**src/rtl/reg_file.sv**
```systemverilog
// rtl/reg_file.sv - eight-entry 8-bit register file with opcode-gated write-back
//
// Optional feature macro: REG_BYPASS_EN (same-cycle write-to-read forwarding).
//
// Ports:
//   clk        in   system clock, rising edge
//   reset      in   synchronous active-high reset
//   wb_data    in   [7:0] write-back value
//   opcode     in   [3:0] opcode of instruction in write-back
//   wb_addr    in   [2:0] destination register index
//   stall      in   suppress any write this cycle
//   ra_addr    in   [2:0] read port A index
//   rb_addr    in   [2:0] read port B index
//   ra_data    out  [7:0] contents of regs[ra_addr]
//   rb_data    out  [7:0] contents of regs[rb_addr]
//   acc        out  [7:0] contents of regs[0]
//   zero_flag  out  last committed wb_data was 8'h00 (registered)
//   wr_commit  out  a write commits at the next edge (combinational)
module reg_file (
  input  logic       clk,
  input  logic       reset,
  input  logic [7:0] wb_data,
  input  logic [3:0] opcode,
  input  logic [2:0] wb_addr,
  input  logic       stall,
  input  logic [2:0] ra_addr,
  input  logic [2:0] rb_addr,
  output logic [7:0] ra_data,
  output logic [7:0] rb_data,
  output logic [7:0] acc,
  output logic       zero_flag,
  output logic       wr_commit
);

  localparam logic [3:0] OP_LB   = 4'b0000;
  localparam logic [3:0] OP_LHB  = 4'b0001;
  localparam logic [3:0] OP_LIM  = 4'b0100;
  localparam logic [3:0] OP_MVB  = 4'b0101;
  localparam logic [3:0] OP_MVF  = 4'b0110;
  localparam logic [3:0] OP_ADD  = 4'b0111;
  localparam logic [3:0] OP_SUB  = 4'b1000;
  localparam logic [3:0] OP_SFT  = 4'b1001;
  localparam logic [3:0] OP_INC  = 4'b1101;

  logic [7:0] regs [8];
  logic       writing_opcode;

  always_comb begin
    writing_opcode = 1'b0;
    case (opcode)
      OP_LB, OP_LHB, OP_LIM, OP_MVB, OP_MVF,
      OP_ADD, OP_SUB, OP_SFT, OP_INC: writing_opcode = 1'b1;
      default:                        writing_opcode = 1'b0;
    endcase
  end

  // Reset is folded in so a colliding write is never reported as committing.
  assign wr_commit = writing_opcode & ~stall & ~reset;

  always_ff @(posedge clk) begin
    if (reset) begin
      for (int i = 0; i < 8; i++) begin
        regs[i] <= 8'h00;
      end
      zero_flag <= 1'b0;
    end else if (wr_commit) begin
      regs[wb_addr] <= wb_data;
      zero_flag     <= (wb_data == 8'h00);
    end
  end

`ifdef REG_BYPASS_EN
  // Forward the committing value so a same-cycle read sees the new data.
  assign ra_data = (wr_commit && (ra_addr == wb_addr)) ? wb_data : regs[ra_addr];
  assign rb_data = (wr_commit && (rb_addr == wb_addr)) ? wb_data : regs[rb_addr];
  assign acc     = (wr_commit && (wb_addr == 3'd0))    ? wb_data : regs[0];
`else
  assign ra_data = regs[ra_addr];
  assign rb_data = regs[rb_addr];
  assign acc     = regs[0];
`endif

endmodule

```
**config.mk**
```make
export PLATFORM = sky130hd
export DESIGN_NAME = reg_file
export DESIGN_NICKNAME = d
export VERILOG_FILES = /design/src/rtl/reg_file.sv
export SDC_FILE = /design/constraint.sdc
export NUM_CORES = 1
export LEC_CHECK = 0
export ABC_AREA = 1
export ABC_CLOCK_PERIOD_IN_PS = 1400
export CAP_MARGIN = 10
export CORE_MARGIN = 2
export CORE_UTILIZATION = 45
export CTS_BUF_LIST = sky130_fd_sc_hd__clkbuf_4 sky130_fd_sc_hd__clkbuf_8
export DETAILED_ROUTE_END_ITERATION = 8
export PLACE_DENSITY = 0.67
export SETUP_SLACK_MARGIN = 0.05
export SLEW_MARGIN = 20
export SYNTH_ARGS = -nofsm -noshare
export SYNTH_HDL_FRONTEND = slang
export SYNTH_SLANG_ARGS = --single-unit
```
**constraint.sdc**
```tcl
create_clock -name clk -period 1.4 [get_ports clk]
set_clock_uncertainty 0.05 [all_clocks]
set_input_delay 0.14 -clock clk [delete_from_list [all_inputs] [get_ports clk]]
set_output_delay 0.14 -clock clk [all_outputs]
set_load 0.01 [all_outputs]
```
==> out/results.ini, run 1 <==
[status]
outcome=finished, violations left
failing_checks=negative setup slack

[critical_path]
path_cells=inv_2 -> nand2_1 -> nand3_1 -> nand2_1 -> nand2_1 -> nand2_1 -> buf_2
cp.buffers_inverters=2
wp_data_arrival_ps=1330
timing.critical_path.slowest_stage_cell=sky130_fd_sc_hd__edfxtp_1
worst-setup-path-type=flip-flop to output port
worst-r2r-setup-slack_ps=750
path_max_fanout=2
critical_path.max_stage_delay_ps=460
path_delay_family=flip-flops
worst_r2r_path_depth=4
cp_data_required_time_ps=1210
start_kind=flip-flop
critical_path.reg2reg.endpoint=zero_flag
cell_mode_on_critical_path=sky130_fd_sc_hd__nand2_1
regToRegStartpoint=zero_flag
critical_path.endpoint_type=output port

[floorplanning]
io_pins=50
initial_core_util=0.463
die_x_um=98.8
dieArea_mm2=0.00975
core-area_mm2=0.00872
num_rows=34
die_span_in_y_um=98.8

[sta]
setup_ws_ps=-125
final_critical_path_required_period_ps=1520
maxClockFrequency_mhz=656
report.final.setup_viol=16
worstMarginPinSlew_ps=365
finalCritPeriodShare=1.09
grt_setup_unrepaired=yes
timing.slew.headroom=0.757
timing_hold_violations_final=0
drv_slew=0

[clock_network]
worst_skew_pair.late_latency_ps=330
cts_made_buffers=9
tritoncts=built
ctsHoldBuffers=0
clock_tree.buffer_depth=2
worst_setup_hold_path_clk_slew_ps=60
total_number_of_clock_tree_sinks=65
cts-htree-levels=3
root_buffer=sky130_fd_sc_hd__clkbuf_8

[layout]
stdcell_count=764
final_core_area_utilization=0.629
antenna_cells_inserted=0
drive_above_1_share=0.294
final_common_cell=sky130_fd_sc_hd__nand2_1
synthToLayoutAreaGrowth_pct=35.8
number_of_nets_at_the_end_of_the_flow=675
fill_cells=782
most-common-layout-cells=193 x sky130_fd_sc_hd__nand2_1, 78 x sky130_fd_sc_hd__nor2_1, 64 x sky130_fd_sc_hd__edfxtp_1
finalInstanceArea_mm2=0.00549

[routing]
routed_wirelength_um=11800
drtIter0Drc=278
vias_per_cell=5.02
drt_pass1_iterations=5
wire_length_per_cell_after_detailed_routing_um=15.4
drtAntennaViolNets=0
drc=0
total_vias_in_the_final_route=3836

[global_routing]
number_of_antenna_violations_at_the_first_check_in_global_routing=0
grt.overflow.total=0
grt_first_pass_wirelength_um=18400
vias_in_the_first_global_route=3557
groute.usage.overall=0.246
largest_net_degree_at_the_start_of_global_routing=33

[power_and_ir_drop]
p_leak_nw=2.70
p_per_area_mw_per_mm2=895
worst_ir_drop_vdd_mv=0.749

[yosys]
synth.yosys.seq_area_share=0.480
total_nets_after_synthesis=579
ys_ff_latch=65
synth_top_cell_by_area=sky130_fd_sc_hd__edfxtp_1
netlist-cell-type-count=13
portion_of_synthesized_cell_area_occupied_by_the_leading_cell_type=0.476
mappedNetlistArea_mm2=0.00404
synthesized_instance_count=555
postSynthAreaPerCell_um2=7.28
synthTopCellsByArea=sky130_fd_sc_hd__edfxtp_1 48%, sky130_fd_sc_hd__nand2_1 21%, sky130_fd_sc_hd__nand3_1 8.0%, sky130_fd_sc_hd__inv_1 7.7%, sky130_fd_sc_hd__nor2_1 7.2%
yosysWarnings=0

[min_path]
min_delay_worst_endpoint=zero_flag
holdCritPathClass=input pin to flip-flop
worstHoldStart=reset
hold-path-cell-count=5

[placed_design]
detailed_place.area_mm2=0.00514
placed_cells_incl_taps=743
placement.io_buffers=49
dpl.hpwl_um=8900
globalplace.congestion=0.903

[run]
cap_violations=0

==> synth_stat cells, drive strengths merged <==
| library cell | instances |
|---|---|
| buf | 20 |
| nor2 | 79 |
| nand2 | 229 |
| clkbuf | 2 |
| edfxtp | 64 |
| inv | 87 |
| nand3 | 73 |
| dfxtp | 1 |
==> worst max path at each step <==
stage                     from          to  depth (start not counted)
global route        regs[0][5]  rb_data[5]                          7
floorplan            opcode[0]  regs[0][0]                          6
finish              regs[0][5]  rb_data[5]                          7
detailed placement  ra_addr[0]  ra_data[4]                          8
CTS                 regs[0][5]  rb_data[5]                          7
global placement    ra_addr[0]  ra_data[3]                          8
==> layout make-up <==
| cell class | count | area [um2] | area share |
|---|---|---|---|
| Clock buffer | 11 | 139 | 0.0253 |
| Clock inverter | 5 | 46.3 | 0.00843 |
| Inverter | 87 | 333 | 0.0606 |
| Multi-Input combinational cell | 381 | 1800 | 0.328 |
| Sequential cell | 65 | 1940 | 0.354 |
| Tap cell | 108 | 135 | 0.0246 |
| Timing Repair Buffer | 107 | 1090 | 0.199 |
==> tightest hold or removal path: stages <==
cell	delay, ps
sky130_fd_sc_hd__dlymetal6s2s_1	200
sky130_fd_sc_hd__buf_4	170
sky130_fd_sc_hd__nor2_1	40
sky130_fd_sc_hd__nand2_1	50
sky130_fd_sc_hd__nand2_1	40
==> metal layers <==
layer	track usage	wire length [um]	part of all wire	vias up
li1	-	-	-	1902
met1	0.356	5130	0.44	1743
met2	0.378	5510	0.47	170
met3	0.0348	855	0.073	21
met4	0.0927	277	0.024	0
met5	0	0	0	-
==> timing repair <==
| action | 4_1_cts | 5_1_grt |
|---|---|---|
| pin swaps | 16 | 17 |
| gates resized for setup | 127 | 73 |
| setup endpoints to repair | 90 | 83 |
| buffers inserted | 5 | 1 |
| endpoints found under the hold margin | 0 | 0 |
==> registers in the layout, indices dropped and copies added (netlist names) <==
name / count
zero_flag: 1
regs: 64
==> report_power, final <==
| part | total, mW | switching, mW | internal, mW | leakage (nW) |
|---|---|---|---|---|
| combinational | 1.12 | 0.646 | 0.476 | 1.99 |
| clock | 1.49 | 0.652 | 0.841 | 0.0967 |
| sequential | 2.30 | 0.0513 | 2.25 | 0.619 |
==> per-stage QoR <==
| stage | setup slack, ps | TNS (ps) | hold slack (ps) | power, mW |
|---|---|---|---|---|
| 2_1_floorplan | 184 | 0 | 254 | 2.85 |
| 3_3_place_gp | -620 | -36900 | 458 | 3.39 |
| 3_5_place_dp | -630 | -44280 | 458 | 3.40 |
| 5_1_grt | -211 | -2260 | 321 | 5.12 |
| 4_1_cts | -115 | -1050 | 474 | 4.85 |
| 6_report | -125 | -1020 | 305 | 4.92 |
==> logic make-up after synthesis <==
group | count (synthesis) | synth area share
DFF | 65 | 0.480
and+or+nand+nor | 381 | 0.407
buffers and inverters | 109 | 0.112
No activity file was read; power rests on OpenSTA's default activity.
==> run 2: changes to the inputs <==
--- a/constraint.sdc
+++ b/constraint.sdc
@@ -4,2 +4,2 @@
 set_output_delay 0.14 -clock clk [all_outputs]
-set_load 0.01 [all_outputs]
+set_load 0.1 [all_outputs]
==> run 2 against run 1 <==
Compared with the run above: non-clock buffer count fell by 6; global-route usage fell by 0.35 points; die area did not move; combinational power rose by 81%; utilization rose by 7.9 points; worst setup slack got worse by 120 ps; routed wire length fell by 0.73%; via count barely moved; the flow still finishes with violations (negative setup slack); worst hold slack got worse by 54 ps; cell area rose by 13%; first-iteration DRC count fell by 32%; clock power barely moved.
==> out/results.ini, run 2 (synthesized netlist as in run 1, its figures left out) <==
[global_routing]
grt_first_pass_wirelength_um=18300
groute.usage.overall=0.243
number_of_antenna_violations_at_the_first_check_in_global_routing=0
grt.overflow.total=0
largest_net_degree_at_the_start_of_global_routing=33
vias_in_the_first_global_route=3548

[critical_path]
critical_path.endpoint_type=output port
path_max_fanout=2
worst-setup-path-type=flip-flop to output port
start_kind=flip-flop
cp_data_required_time_ps=1210
wp_data_arrival_ps=1450

[layout]
top_regs=regs (64), zero_flag (1)
final_common_cell=sky130_fd_sc_hd__nand2_1
drive_above_1_share=0.363
most-common-layout-cells=155 x sky130_fd_sc_hd__nand2_1, 77 x sky130_fd_sc_hd__nor2_1, 64 x sky130_fd_sc_hd__edfxtp_1
synthToLayoutAreaGrowth_pct=52.9
antenna_cells_inserted=0
multi_input_gate_area_mm2=0.00221
largest_register_ffs=64
regMostFlops=regs
number_of_nets_at_the_end_of_the_flow=669
finalInstanceArea_mm2=0.00618
final_core_area_utilization=0.709
area.sequential_mm2=0.00194
fill_cells=682

[routing]
wire_length_per_cell_after_detailed_routing_um=15.4
drt_pass1_iterations=5
vias_per_cell=5.06
routed_wirelength_um=11700
drtAntennaViolNets=0
drc=0
total_vias_in_the_final_route=3835
drtIter0Drc=189

[run]
cap_violations=0

[clock_network]
cts_made_buffers=9
cts-htree-levels=3
total_number_of_clock_tree_sinks=65
ctsHoldBuffers=0
worst_setup_hold_path_clk_slew_ps=70
tritoncts=built
worst_skew_pair.late_latency_ps=330
root_buffer=sky130_fd_sc_hd__clkbuf_8
clock_tree.buffer_depth=2

[sta]
report.final.setup_viol=16
timing.hold.ws_ps=251
timing.slew.headroom=0.754
final_critical_path_required_period_ps=1640
worstMarginPinSlew_ps=369
maxClockFrequency_mhz=609
drv_slew=0
grt_setup_unrepaired=yes
setup_ws_ps=-243
timing_hold_violations_final=0
finalCritPeriodShare=1.17

[status]
failing_checks=negative setup slack
outcome=finished, violations left

[placed_design]
globalplace.congestion=0.957
detailed_place.area_mm2=0.00554
placement.io_buffers=49
dpl.hpwl_um=8610

[min_path]
holdCritPathClass=input pin to flip-flop

[floorplanning]
dieArea_mm2=0.00975
io_pins=50
die_span_in_y_um=98.8
die_x_um=98.8
initial_core_util=0.463
num_rows=34
core-area_mm2=0.00872

[power_and_ir_drop]
p_per_area_mw_per_mm2=943
p_leak_nw=2.90
worst_ir_drop_vdd_mv=0.983

-- run 2: changes by cell type in the layout (fill, tap and decap cells not counted), moves of 7 or more --
cell / previous run / this run
sky130_fd_sc_hd__buf_2: 14 / 1
sky130_fd_sc_hd__nand2_4: 3 / 16
sky130_fd_sc_hd__buf_6: 12 / 5
sky130_fd_sc_hd__nand2_2: 33 / 42
sky130_fd_sc_hd__nand2_1: 193 / 155
sky130_fd_sc_hd__buf_12: 16 / 41
sky130_fd_sc_hd__nand2_8: 0 / 16
-- run 2: area by class of cell --
class,count,share of cell area
Inverter,87,0.0553
Clock inverter,6,0.00951
Tap cell,108,0.0219
Timing Repair Buffer,101,0.220
Clock buffer,10,0.0213
Sequential cell,65,0.314
Multi-Input combinational cell,381,0.358
-- run 2: worst paths after layout --
path	from	end	slack, ps	cells after the start
max	regs[0][7]	rb_data[7]	-240	7
min	opcode[1]	zero_flag	250	7
max reg2reg	zero_flag	zero_flag	670	4
min reg2reg	zero_flag	zero_flag	520	4
-- run 2: critical path, stage by stage, from the launching register on --
cell	delay, ps
sky130_fd_sc_hd__edfxtp_1	450
sky130_fd_sc_hd__inv_2	90
sky130_fd_sc_hd__nand2_1	60
sky130_fd_sc_hd__nand3_1	90
sky130_fd_sc_hd__nand2_1	90
sky130_fd_sc_hd__nand2_2	120
sky130_fd_sc_hd__nand2_8	60
sky130_fd_sc_hd__buf_12	160
-- run 2: layer usage --
| metal | vias to the layer above | routed length, um | track usage |
|---|---|---|---|
| met5 | - | 0 | 0 |
| met2 | 163 | 5780 | 0.406 |
| met3 | 11 | 713 | 0.0369 |
| met1 | 1771 | 5060 | 0.331 |
| li1 | 1890 | - | - |
| met4 | 0 | 134 | 0.0643 |
-- run 2: what timing repair did --
action / in CTS / in global routing
buffers inserted: 8 / 6
endpoints found under the setup margin: 25 / 84
pin swaps: 22 / 24
gates resized for setup: 78 / 61
cloned: 2 / 1
-- run 2: power breakdown --
group	internal, mW	leakage [nW]	switching, mW
clock	0.828	0.0931	0.661
sequential	2.25	0.619	0.0579
combinational	0.749	2.19	1.28
total	3.83	2.90	2.00
-- run 2: per-stage QoR --
| step | setup TNS [ps] | worst slack (ps) | power [mW] | std cells |
|---|---|---|---|---|
| after floorplan | -5010 | -313 | 3.50 | 555 |
| after CTS | -2870 | -196 | 5.77 | 756 |
| final | -2630 | -243 | 5.83 | 758 |
| after detailed placement | -34930 | -490 | 4.18 | 730 |
| after global routing | -3740 | -318 | 6.05 | 758 |
| after global placement | -31530 | -436 | 4.17 | 730 |
==> run 3: changes to the inputs <==
SKIP_CTS_REPAIR_TIMING = 1   (was unset)
==> run 3 against run 2 <==
Compared with the run above: the flow still finishes with violations (negative setup slack); clock power hardly changed; first-iteration DRC count is 13% lower; utilization is 0.36 points higher; routed wire length is 1.4% lower; via count is 0.60% lower; die area stayed put; total power hardly changed; sequential power hardly changed; register-to-register slack hardly changed; cell area is 0.51% higher; worst hold slack worse by 56 ps; critical path type unchanged; critical endpoint is now ra_data[1]; largest power group unchanged.
==> out/results.ini, run 3 (synthesized netlist as in run 1, its figures left out) <==
[status]
outcome=finished, violations left
failing_checks=negative setup slack

[layout]
number_of_nets_at_the_end_of_the_flow=674
largest_register_ffs=64
antenna_cells_inserted=0
final_core_area_utilization=0.712
drive_above_1_share=0.369
regMostFlops=regs
synthToLayoutAreaGrowth_pct=53.7
most-common-layout-cells=150 x sky130_fd_sc_hd__nand2_1, 77 x sky130_fd_sc_hd__nor2_1, 64 x sky130_fd_sc_hd__edfxtp_1
top_regs=regs (64), zero_flag (1)
final_common_cell=sky130_fd_sc_hd__nand2_1

[routing]
total_vias_in_the_final_route=3812
wire_length_per_cell_after_detailed_routing_um=15.1
drt_pass1_iterations=5
drc=0
drtIter0Drc=165
drtAntennaViolNets=0
routed_wirelength_um=11500
vias_per_cell=5.00

[placed_design]
globalplace.congestion=0.957
pre_cts_ws_ps=-490
placement.io_buffers=49
dpl.hpwl_um=8610

[min_path]
holdCritPathClass=input pin to flip-flop
hold-path-cell-count=6

[clock_network]
clock_tree.buffer_depth=2
worst_skew_pair.late_latency_ps=330
cts_made_buffers=9
worst_setup_hold_path_clk_slew_ps=60
cts-htree-levels=3
total_number_of_clock_tree_sinks=65
tritoncts=built
root_buffer=sky130_fd_sc_hd__clkbuf_8

[critical_path]
path_max_fanout=2
critical_path.max_stage_delay_ps=440
wp_data_arrival_ps=1410
worst-setup-path-type=flip-flop to output port
cp_data_required_time_ps=1210
critical_path.endpoint_type=output port
start_kind=flip-flop
path_cells=inv_1 -> nand2_1 -> nand3_2 -> nand2_2 -> nand2_4 -> nand2_8 -> buf_12
timing.critical_path.slowest_stage_cell=sky130_fd_sc_hd__edfxtp_1
worst_r2r_path_depth=4

[global_routing]
grt.overflow.total=0
number_of_antenna_violations_at_the_first_check_in_global_routing=0
groute.usage.overall=0.233
grt_first_pass_wirelength_um=17600
vias_in_the_first_global_route=3397
largest_net_degree_at_the_start_of_global_routing=33

[power_and_ir_drop]
p_per_area_mw_per_mm2=939
worst_ir_drop_vdd_mv=0.986
p_leak_nw=2.97

[floorplanning]
num_rows=34
die_span_in_y_um=98.8
io_pins=50
dieArea_mm2=0.00975
die_x_um=98.8
core-area_mm2=0.00872
initial_core_util=0.463

[sta]
final_critical_path_required_period_ps=1600
worstMarginPinSlew_ps=383
timing.slew.headroom=0.744
timing_hold_violations_final=0
finalCritPeriodShare=1.14
grt_setup_unrepaired=yes
drv_slew=0
setup_ws_ps=-201
report.final.setup_viol=16
maxClockFrequency_mhz=625

[run]
cap_violations=0

-- run 3: changes by cell type in the layout (fill, tap and decap cells not counted), moves of 3 or more --
cell,change
sky130_fd_sc_hd__dlygate4sd2_1,-7
sky130_fd_sc_hd__nand2_2,+3
sky130_fd_sc_hd__buf_4,+6
sky130_fd_sc_hd__nand2_1,-5
sky130_fd_sc_hd__nand3_1,+4
sky130_fd_sc_hd__nand3_2,-4
sky130_fd_sc_hd__dlymetal6s2s_1,+7
-- run 3: through the flow --
step                TNS [ps]  hold WS, ps  cell area (um2)  total power, mW  std cells
detailed placement    -34930          519             5540             4.18        730
floorplan              -5010          255             4350             3.50        555
CTS                    -6840          486             5730             5.66        746
global placement      -31530          499             5540             4.17        730
finish                 -2620          194             6210             5.83        763
global route           -3700          208             6210             6.05        763
-- run 3: path summary, 6_finish.rpt --
| check | startpoint | to | slack [ps] |
|---|---|---|---|
| worst max-delay path | regs[0][1] | ra_data[1] | -200 |
| worst min-delay path | opcode[1] | zero_flag | 190 |
| worst max register to register | zero_flag | zero_flag | 670 |
| worst min register to register | zero_flag | zero_flag | 520 |
-- run 3: worst max-delay path: cells and delay by family (launching register included) --
| family | cells | cell delay, ps |
|---|---|---|
| flops | 1 | 440 |
| buf+inv | 2 | 270 |
| simple gates | 5 | 350 |
-- run 3: where the power goes --
part / total [mW] / switching [mW] / internal [mW]
clock: 1.49 / 0.666 / 0.828
sequential: 2.31 / 0.0580 / 2.25
combinational: 2.03 / 1.28 / 0.753
-- run 3: cell type report --
class,instances,area [um2]
inverters,87,342
fillers,658,2510
well taps,108,135
clock buffers,10,131
multi-input cells,381,2210
flip-flops and latches,65,1940
repair buffers,106,1390
clock inverters,6,58.8
-- run 3: metal layers --
metal	share of wire	routed length (um)	track usage
met5	0	0	0
met4	0.016	187	0.0537
met2	0.49	5630	0.380
met3	0.069	790	0.0404
met1	0.43	4910	0.325
